===== src/rtl/bus_pkg.sv =====
// Shared definitions for the core-to-memory/GPIO bus arbiter.
package bus_pkg;
  typedef enum logic [1:0] {IDLE, ACCESS, WAIT, RELEASE} state_t;

  localparam int ADDR_W       = 9;
  localparam int DATA_W       = 8;
  localparam int GPIO_SEL_BIT = 8;
  localparam logic RW_WRITE   = 1'b1;
  localparam logic RW_READ    = 1'b0;
endpackage


===== src/rtl/rr_arbiter.sv =====
// Combinational round-robin pick: first requester after i_ptr, wrapping.
module rr_arbiter #(
  parameter int N  = 2,
  parameter int IW = 1
) (
  input  logic [N-1:0]  i_req,
  input  logic [IW-1:0] i_ptr,
  output logic          o_any,
  output logic [IW-1:0] o_winner
);
  always_comb begin
    o_any    = |i_req;
    o_winner = '0;
    // Scan farthest-first so the nearest requester after i_ptr overwrites last.
    for (int i = N; i >= 1; i--) begin
      if (i_req[(int'(i_ptr) + i) % N])
        o_winner = IW'((int'(i_ptr) + i) % N);
    end
  end
endmodule


===== src/rtl/bus_arbiter.sv =====
// Round-robin shared-bus controller: one RAM or GPIO access at a time,
// completed by a single-cycle grant_given pulse to the owning core.
module bus_arbiter #(
  parameter int NUM_CORES = 2,
  parameter int ADDR_W    = bus_pkg::ADDR_W,
  parameter int DATA_W    = bus_pkg::DATA_W
) (
  input  logic                        clk,
  input  logic                        reset,
  input  logic [NUM_CORES-1:0]        grant_request,
  input  logic [NUM_CORES-1:0]        rw,
  input  logic [NUM_CORES*ADDR_W-1:0] address,
  input  logic [NUM_CORES*DATA_W-1:0] data_out,
  output logic [NUM_CORES-1:0]        grant_given,
  output logic [DATA_W-1:0]           data_in,
  output logic [7:0]                  mem_addr,
  output logic                        mem_we,
  output logic [7:0]                  mem_wdata,
  input  logic [7:0]                  mem_rdata,
  output logic [7:0]                  gpio_out,
  input  logic [7:0]                  gpio_in
);
  import bus_pkg::*;

  localparam int IW = (NUM_CORES > 1) ? $clog2(NUM_CORES) : 1;

  state_t            r_state, w_next;
  logic [IW-1:0]     r_owner, r_rr_ptr, w_winner;
  logic              r_rw, r_gpio_sel, w_any;
  logic [7:0]        r_gpio_s1, r_gpio_s2;
  logic [ADDR_W-1:0] w_sel_addr;
  logic [DATA_W-1:0] w_sel_data;
  logic              w_sel_rw;

  rr_arbiter #(.N(NUM_CORES), .IW(IW)) u_rr (
    .i_req    (grant_request),
    .i_ptr    (r_rr_ptr),
    .o_any    (w_any),
    .o_winner (w_winner)
  );

  assign w_sel_addr = address[int'(w_winner)*ADDR_W +: ADDR_W];
  assign w_sel_data = data_out[int'(w_winner)*DATA_W +: DATA_W];
  assign w_sel_rw   = rw[w_winner];

  always_ff @(posedge clk or posedge reset) begin
    if (reset) r_state <= IDLE;
    else       r_state <= w_next;
  end

  // Requests are only sampled in IDLE; RELEASE gives the owner a cycle to drop.
  always_comb begin
    w_next = r_state;
    case (r_state)
      IDLE:    if (w_any) w_next = ACCESS;
      ACCESS:  w_next = WAIT;
      WAIT:    w_next = RELEASE;
      RELEASE: w_next = IDLE;
      default: w_next = IDLE;
    endcase
  end

  always_ff @(posedge clk or posedge reset) begin
    if (reset) begin
      grant_given <= '0;
      data_in     <= '0;
      mem_addr    <= '0;
      mem_we      <= 1'b0;
      mem_wdata   <= '0;
      gpio_out    <= '0;
      r_owner     <= '0;
      r_rr_ptr    <= IW'(NUM_CORES - 1);
      r_rw        <= RW_READ;
      r_gpio_sel  <= 1'b0;
      r_gpio_s1   <= '0;
      r_gpio_s2   <= '0;
    end else begin
      r_gpio_s1   <= gpio_in;
      r_gpio_s2   <= r_gpio_s1;
      mem_we      <= 1'b0;
      grant_given <= '0;
      case (r_state)
        IDLE: if (w_any) begin
          r_owner    <= w_winner;
          r_rr_ptr   <= w_winner;
          r_rw       <= w_sel_rw;
          r_gpio_sel <= w_sel_addr[GPIO_SEL_BIT];
          mem_addr   <= w_sel_addr[7:0];
          mem_wdata  <= w_sel_data;
          mem_we     <= (w_sel_rw == RW_WRITE) && !w_sel_addr[GPIO_SEL_BIT];
          if ((w_sel_rw == RW_WRITE) && w_sel_addr[GPIO_SEL_BIT])
            gpio_out <= w_sel_data;
        end
        WAIT: begin
          // RAM data is valid here: address was sampled on the ACCESS edge.
          if (r_rw == RW_WRITE) data_in <= '0;
          else if (r_gpio_sel)  data_in <= r_gpio_s2;
          else                  data_in <= mem_rdata;
          grant_given[r_owner] <= 1'b1;
        end
        default: ;
      endcase
    end
  end
endmodule

===== config.mk =====
export PLATFORM = sky130hd
export DESIGN_NAME = bus_arbiter
export DESIGN_NICKNAME = d
export VERILOG_FILES = /design/src/rtl/bus_pkg.sv /design/src/rtl/rr_arbiter.sv /design/src/rtl/bus_arbiter.sv
export SDC_FILE = /design/constraint.sdc
export NUM_CORES = 1
export LEC_CHECK = 0
export ABC_AREA = 1
export ABC_CLOCK_PERIOD_IN_PS = 2100
export CORE_MARGIN = 10
export CORE_UTILIZATION = 43
export CTS_CLUSTER_DIAMETER = 100
export CTS_CLUSTER_SIZE = 25
export DETAILED_ROUTE_END_ITERATION = 12
export PLACE_DENSITY = 0.8
export SLEW_MARGIN = 20
export SYNTH_ARGS = -nofsm -noshare
export SYNTH_HDL_FRONTEND = slang
export SYNTH_SLANG_ARGS = --single-unit
export TNS_END_PERCENT = 50

===== constraint.sdc =====
create_clock -name clk -period 2.1 [get_ports clk]
set_clock_uncertainty 0.05 [all_clocks]
set_input_delay 0.21 -clock clk [delete_from_list [all_inputs] [get_ports clk]]
set_output_delay 0.21 -clock clk [all_outputs]
set_load 0.02 [all_outputs]

==> results of run 1 <==
## per-layer routing
layer | part of all wire [%] | track usage (%)
met1 | 40 | 15.6
met2 | 50 | 23.0
met3 | 7.0 | 5.08
met4 | 3.1 | 9.25
met5 | 0 | 0
## synth_stat cells
| library cell | n | area [um^2] |
|---|---|---|
| nand2_2 | 1 | 6.26 |
| dfstp_2 | 1 | 26.3 |
| buf_6 | 1 | 11.3 |
| dfrtp_1 | 56 | 1400 |
| nor2_8 | 1 | 20.0 |
| nand3_1 | 12 | 60.1 |
| nand2_1 | 77 | 289 |
| inv_2 | 1 | 3.75 |
| nor2_4 | 2 | 22.5 |
| a31oi_1 | 16 | 100 |
| o21ai_0 | 23 | 115 |
| buf_2 | 2 | 10.0 |
| nand2_4 | 1 | 11.3 |
| ha_1 | 3 | 37.5 |
| inv_1 | 7 | 26.3 |
| a21oi_1 | 1 | 5.00 |
| nor2_1 | 27 | 101 |
| clkinv_1 | 2 | 7.51 |
| buf_4 | 3 | 22.5 |
## registers in the layout, indices dropped and copies added, names as in the netlist
register / count
r_gpio_s1: 8
r_state: 2
r_gpio_sel: 1
data_in: 8
mem_we: 1
r_owner: 1
grant_given: 2
gpio_out: 8
mem_addr: 8
r_rw: 1
mem_wdata: 8
r_gpio_s2: 8
r_rr_ptr: 1
## tightest hold or removal path: cells and delay by family
kind,cells,cell delay [ns]
buf+inv,3,0.76
## path summary, 6_finish.rpt
| path | startpoint | end | slack [ns] | cells after the start |
|---|---|---|---|---|
| setup / recovery | r_state[0] | data_in[0] | 0.43 | 6 |
| hold / removal | reset | mem_wdata[1] | 0.20 | 3 |
| min in group clk | gpio_in[1] | r_gpio_s1[1] | 0.26 | 1 |
| setup reg to reg | r_state[0] | data_in[0] | 0.43 | 6 |
| hold reg to reg | r_gpio_s1[6] | r_gpio_s2[6] | 0.30 | 0 |
| max in group asynchronous | reset | r_rr_ptr | 1.50 | 3 |
## stage by stage
stage	util (%)	cell area (um^2)	hold slack, ns	cells	setup slack [ns]
after floorplan	-	2280	0.191	237	0.442
after global placement	64.2	3280	0.282	397	0.335
after detailed placement	64.2	3280	0.287	397	0.254
after CTS	67.7	3460	0.208	412	0.382
after global routing	67.7	3460	0.247	412	0.204
final	67.7	3460	0.204	412	0.430
## power breakdown
group / switching [mW] / internal [mW]
Combinational: 1.14 / 0.942
Sequential: 0.213 / 1.50
Clock: 0.394 / 0.535
## final cells by class
class,instances,area share [%]
Clock inverter,4,1.30
Clock buffer,11,3.80
Tap cell,70,2.53
Sequential cell,57,41.3
Multi-Input combinational cell,164,22.2
Inverter,10,1.09
Timing Repair Buffer,96,27.7
## cells by family after synthesis
kind of cell	after synthesis	synth area share (%)
flip-flops	57	62.7
AND/OR/NAND/NOR	121	22.4
AO/OA/AOI/OAI	40	9.67
adder cells (fa/ha/maj)	3	1.65
buffers and inverters	16	3.57
==> impl_metrics.toml, run 1 <==
[pwr]
p_leak_nw = 1.57
power_mw = 4.73
pwr_density_cell_mw_per_mm2 = 1370
vdd.ir_drop.worst_v = 0.000640

[clock_network]
tritoncts = "built"
postCtsHoldBufs = 0
clkTransAtPathRegs_ns = 0.07
htree_levels = 3
clockRootBuffer = "clkbuf_8"
clock_path_buffers = 2
cts_sinks = 57
postCtsSetupBuffers = 0
ctsResizeCount = 0
cts_buffers = 9
clk_latency_ns = 0.33

[timing]
rsz0062_at_grt = "false"
max_slew_margin_pct = 65.5
finalCritPeriodShare_pct = 79.5
report.final.slew_viol_count = 0
period_minus_slack_ns = 1.67
worstMarginPinSlew_ns = 0.515
setup_viol = 0
max_freq_ghz = 0.599
hold_viol = 0
tns_ns = 0

[setup_path]
cp_cell_sequence = "inv_1 -> ha_1 -> clkinv_1 -> nor2_1 -> o21ai_0 -> o21ai_0"
crit_top_cell = "o21ai_0"
worstSetupPathType = "reg2reg"
end_kind = "flop"
critPathArrivalTime_ns = 1.85
cpPeakStageDelay_ns = 0.41
slowest_stage = "nor2_1"
critPathRequiredTime_ns = 2.28
cp_max_fo = 8
critical_path.top_delay_family = "simple AND/OR/NAND/NOR gates"
path_buf_inv = 2
critPathLaunchType = "flop"

[job]
maxCapViolCount = 0

[placement]
place_hpwl_mm = 4.60
gp_congestion = 0.768
io_buffer_count = 90

[outcome]
outcome = "finished, final reports clean"

[floorplanning]
dieArea_mm2 = 0.00861
rows = 26
io_pins = 91
dieWidth_um = 92.8
die_h_um = 92.8
core_mm2 = 0.00511
initial_utilization_pct = 44.6

[global_route]
gr-total-overflow = 0
grt_pass1_vias = 2008
grt_antenna_before_repair = 0
grt_pass1_wl_mm = 9.66
grt.total_usage_pct = 14.3
grt_max_degree = 58

[detailed_routing]
drc_errors = 0
drtPass1Iterations = 4
avgViaCountPerCell = 4.72
first_iter_violations = 52
vias = 1945
wl_per_cell_um = 14.4
drtAntennaViolNets = 0
wl_mm = 5.95

[cells_and_area]
syn_to_final_growth_pct = 51.8
drive_above_1_share_pct = 7.89
multi_input_area_um2 = 768
fillers = 421
regArea_mm2 = 0.00143
finalNetCount = 397
layout_commonest_cell = "clkdlybuf4s50_1"
layout_common_cells = "clkdlybuf4s50_1, nand2_1, dfrtp_1"
n_antenna_cell = 0

[yosys]
yosys_register_bits = 57
syn_area_mm2 = 0.00228
synth_warnings = 0
synth_nets = 296
avgSynthCellArea_um2 = 9.61
ys_seq_area_share_pct = 62.7
ys_types = 19
synth_cells = 237

[worst_hold_path]
worstHoldPathType = "in2async"
(Power assumes the default switching activity.)
==> run 2, diff against run 1 <==
ABC_CLOCK_PERIOD_IN_PS = 1400   (was 2100)
CORE_UTILIZATION = 39   (was 43)
PLACE_DENSITY = 0.76   (was 0.8)
clock period = 1.4 ns   (was 2.1 ns; I/O delays follow)
==> impl_metrics.toml, run 2 (same netlist as run 1, synthesis figures left out) <==
[outcome]
outcome = "complete, but fails checks"
violations = "negative setup slack"

[timing]
max_freq_ghz = 0.708
rsz0062_at_grt = "true"
fin_ws_ns = -0.0121
report.final.slew_viol_count = 0
period_minus_slack_ns = 1.41
hold_viol = 0
whs_ns = 0.169
tns_ns = -0.0242
max_slew_margin_pct = 82.5
finalCritPeriodShare_pct = 101
setup_viol = 4
worstMarginPinSlew_ns = 0.262

[detailed_routing]
drtPass1Iterations = 5
drc_errors = 0
vias = 2041
wl_mm = 6.36
drtAntennaViolNets = 0
first_iter_violations = 64
wl_per_cell_um = 14.7
avgViaCountPerCell = 4.74

[global_route]
grt.total_usage_pct = 13.8
grt_pass1_wl_mm = 9.77
grt_antenna_before_repair = 0
gr-total-overflow = 0
grt_max_degree = 36
grt_pass1_vias = 2073

[placement]
gp_congestion = 0.759
pre_cts_ws_ns = -0.186
place_hpwl_mm = 4.87
io_buffer_count = 90
dpl_cell_area_mm2 = 0.00342
place_inst = 413

[cells_and_area]
drive_above_1_share_pct = 17.8
fin_cells = 431
utilization_pct = 65.9
multi_input_area_um2 = 855
fin_area_mm2 = 0.00368
finalNetCount = 413
layout_common_cells = "nand2_1, dfrtp_1, clkdlybuf4s50_1"
syn_to_final_growth_pct = 61.4
layout_commonest_cell = "nand2_1"
fillers = 476
n_antenna_cell = 0
regArea_mm2 = 0.00143

[worst_hold_path]
worstHoldPathType = "in2async"

[floorplanning]
initial_utilization_pct = 40.9
dieArea_mm2 = 0.00929
rows = 27
die_h_um = 96.4
dieWidth_um = 96.4
core_mm2 = 0.00557
io_pins = 91

[setup_path]
critPathLaunchType = "flop"
critPathRequiredTime_ns = 1.59
reg2reg_depth = 7
critPathArrivalTime_ns = 1.60
end_kind = "flop"
worstSetupPathType = "reg2reg"
cp_max_fo = 12

[clock_network]
cts_buffers = 9
tritoncts = "built"
clk_latency_ns = 0.32
cts_sinks = 57
clock_path_buffers = 2
clockRootBuffer = "clkbuf_8"
htree_levels = 3
clkTransAtPathRegs_ns = 0.06

[job]
maxCapViolCount = 0

[pwr]
vdd.ir_drop.worst_v = 0.000966
pwr_density_cell_mw_per_mm2 = 1990
power_mw = 7.32
p_leak_nw = 1.73
==> run 2: changes by cell type in the layout (fill, tap and decap cells not counted), sizes merged <==
cell	before	now
buf	6	21
clkinv	5	3
clkdlybuf4s50	90	55
clkinvlp	0	3
dlygate4sd2	0	35
nor2	30	31
==> run 2: worst paths after layout <==
kind                         startpoint            to  slack, ns
min in group clk             gpio_in[6]  r_gpio_s1[6]       0.20
hold / removal                    reset  r_gpio_s1[3]       0.17
setup reg to reg             r_state[1]   mem_addr[6]      -0.01
setup / recovery             r_state[1]   mem_addr[6]      -0.01
max in group asynchronous         reset      r_rr_ptr       0.87
hold reg to reg            r_gpio_s1[3]  r_gpio_s2[3]       0.30
==> run 2: layout make-up <==
class	count	area share, %
timing repair buffer	111	28.9
clock inverter	5	1.50
sequential	57	38.8
inverter	10	1.19
tap	72	2.45
clock buffer	11	3.85
multi-input combinational	165	23.2
==> run 2: report_power, final <==
group	switching (mW)	internal, mW	total, mW
Combinational	1.89	1.38	3.27
Clock	0.622	0.864	1.49
Sequential	0.320	2.25	2.57
==> run 2: critical path: stages, from the launching register on <==
cell     delay (ns)
dfrtp_1        0.42
inv_2          0.10
ha_4           0.14
inv_4          0.05
nor2_8         0.17
buf_4          0.21
nor2_1         0.05
a31oi_1        0.14
==> run 2: routing by layer <==
metal	wire, um	part of all wire (%)	global-route usage [%]	vias up
met5	0	0	0	-
met4	64	1.0	6.17	0
met3	530	8.3	6.01	4
met2	3170	50	22.8	64
met1	2590	41	15.3	966
li1	-	-	-	1007
==> run 2: repair_timing <==
| action | in CTS | in global routing |
|---|---|---|
| pin swaps | 2 | 9 |
| hold buffers | 0 | 0 |
| cloned | 1 | 0 |
| setup buffers | 0 | 1 |
| setup endpoints to repair | 67 | 35 |
| resized for setup | 42 | 32 |
==> run 3, diff against run 2 <==
ABC_CLOCK_PERIOD_IN_PS = 1200   (was 1400)
clock period = 1.2 ns   (was 1.4 ns; I/O delays follow)
==> impl_metrics.toml, run 3 (same netlist as run 1, synthesis figures left out) <==
[timing]
worstMarginPinSlew_ns = 0.280
period_minus_slack_ns = 1.41
tns_ns = -6.15
whs_ns = 0.0364
setup_viol = 39
max_slew_margin_pct = 81.2
report.final.slew_viol_count = 0
finalCritPeriodShare_pct = 118
fin_ws_ns = -0.211
hold_viol = 0
rsz0062_at_grt = "true"
max_freq_ghz = 0.709

[clock_network]
cts_buffers = 9
postCtsHoldBufs = 0
clock_path_buffers = 2
cts_sinks = 57
htree_levels = 3
clockRootBuffer = "clkbuf_8"
clkTransAtPathRegs_ns = 0.07
tritoncts = "built"
clk_latency_ns = 0.32

[setup_path]
critPathLaunchType = "flop"
critPathRequiredTime_ns = 1.36
path_buf_inv = 3
cp_cell_sequence = "inv_2 -> ha_4 -> inv_4 -> nor2_8 -> nand3_1 -> buf_6 -> nand2_1 -> nand2_1"
slowest_stage = "dfrtp_1"
r2r-start = "r_state[0]"
critical_path.top_delay_family = "simple AND/OR/NAND/NOR gates"
cp_max_fo = 8
end_kind = "flop"
startpoint = "r_state[0]"
cpPeakStageDelay_ns = 0.39
worstSetupPathType = "reg2reg"
critPathArrivalTime_ns = 1.57
crit_top_cell = "nand2_1"

[global_route]
gr-total-overflow = 0
grt_antenna_before_repair = 0
grt_pass1_wl_mm = 10.5
grt.total_usage_pct = 14.9
grt_pass1_vias = 2159
grt_max_degree = 27

[pwr]
internal-power_mw = 5.82
sw_frac_of_total_pct = 38.0
clockPowerShare_pct = 21.6
p_leak_nw = 1.79
power_mw = 9.37
vdd.ir_drop.worst_v = 0.00133
switching_power_mw = 3.56
pwr-share-seq_pct = 32.1
pwr-share-comb_pct = 46.2
pwr_density_cell_mw_per_mm2 = 2460

[outcome]
violations = "negative setup slack"
outcome = "complete, but fails checks"

[floorplanning]
initial_utilization_pct = 40.9
rows = 27
io_pins = 91
dieArea_mm2 = 0.00929
die_h_um = 96.4
dieWidth_um = 96.4
core_mm2 = 0.00557

[detailed_routing]
avgViaCountPerCell = 4.85
drtAntennaViolNets = 0
wl_mm = 6.88
drtPass1Iterations = 4
vias = 2147
first_iter_violations = 61
drc_errors = 0
wl_per_cell_um = 15.5

[placement]
gp_congestion = 0.762
io_buffer_count = 90
place_hpwl_mm = 4.90

[cells_and_area]
drive_above_1_share_pct = 30.2
syn_to_final_growth_pct = 67.3
layout_common_cells = "nand2_1, dfrtp_1, clkdlybuf4s50_1"
regArea_mm2 = 0.00143
layout_commonest_cell = "nand2_1"
fillers = 438
multi_input_area_um2 = 876
finalNetCount = 425
n_antenna_cell = 0

[worst_hold_path]
worstHoldPathType = "in2async"

[job]
maxCapViolCount = 0
==> run 3: what timing repair did <==
item                                    CTS  global route
pin swaps                                 4            18
setup buffers                             4             8
gates resized for setup                 110            56
cloned                                    3             0
endpoints found under the setup margin   72            61
==> run 3: worst register-to-register path, delay by kind of cell, from the launching register on <==
kind	cells	cell delay, ns
and+or+nand+nor	4	0.41
DFF	1	0.39
buffers and inverters	3	0.30
adders and majority gates	1	0.16
==> run 3: power groups by stage <==
stage                     combinational (mW)  clock [mW]  sequential, mW
final                                   4.33        2.03            3.01
after global routing                    4.73        2.16            3.10
after CTS                               4.30        2.07            2.99
after detailed placement                3.98           0            3.00
after global placement                  3.89           0            2.97
after floorplan                         1.34           0            3.63
==> run 3: metal layers <==
layer | up-vias | GRT usage [%] | wire [um]
li1 | 1039 | - | -
met1 | 1037 | 17.2 | 2830
met2 | 67 | 24.4 | 3430
met3 | 4 | 6.40 | 556
met4 | 0 | 5.45 | 65
met5 | - | 0 | 0
==> run 3: layout make-up <==
cell class	instances	share of cell area, %
clock inverters	5	2.04
repair buffers	123	30.0
flip-flops and latches	57	37.5
inverters	10	1.22
multi-input cells	165	23.0
well taps	72	2.36
clock buffers	11	3.97
==> run 3: metrics by stage <==
step                      util (%)  instance area, um^2  setup slack, ns  cells
after floorplan                  -                 2280           -0.239    237
after global placement        61.4                 3420           -0.325    414
after detailed placement      61.4                 3420           -0.366    414
after CTS                     68.9                 3840           -0.212    437
after global routing          68.4                 3810           -0.269    443
final                         68.4                 3810           -0.211    443
==> run 3: path summary, 6_finish.rpt <==
path | slack, ns | to | depth (start not counted)
min in group clk | 0.18 | r_gpio_s1[6] | 1
hold reg to reg | 0.30 | r_gpio_s2[7] | 0
setup reg to reg | -0.21 | gpio_out[4] | 8
hold / removal | 0.04 | r_gpio_s1[1] | 2
max in group asynchronous | 0.66 | r_gpio_s2[5] | 3
setup / recovery | -0.21 | gpio_out[4] | 8
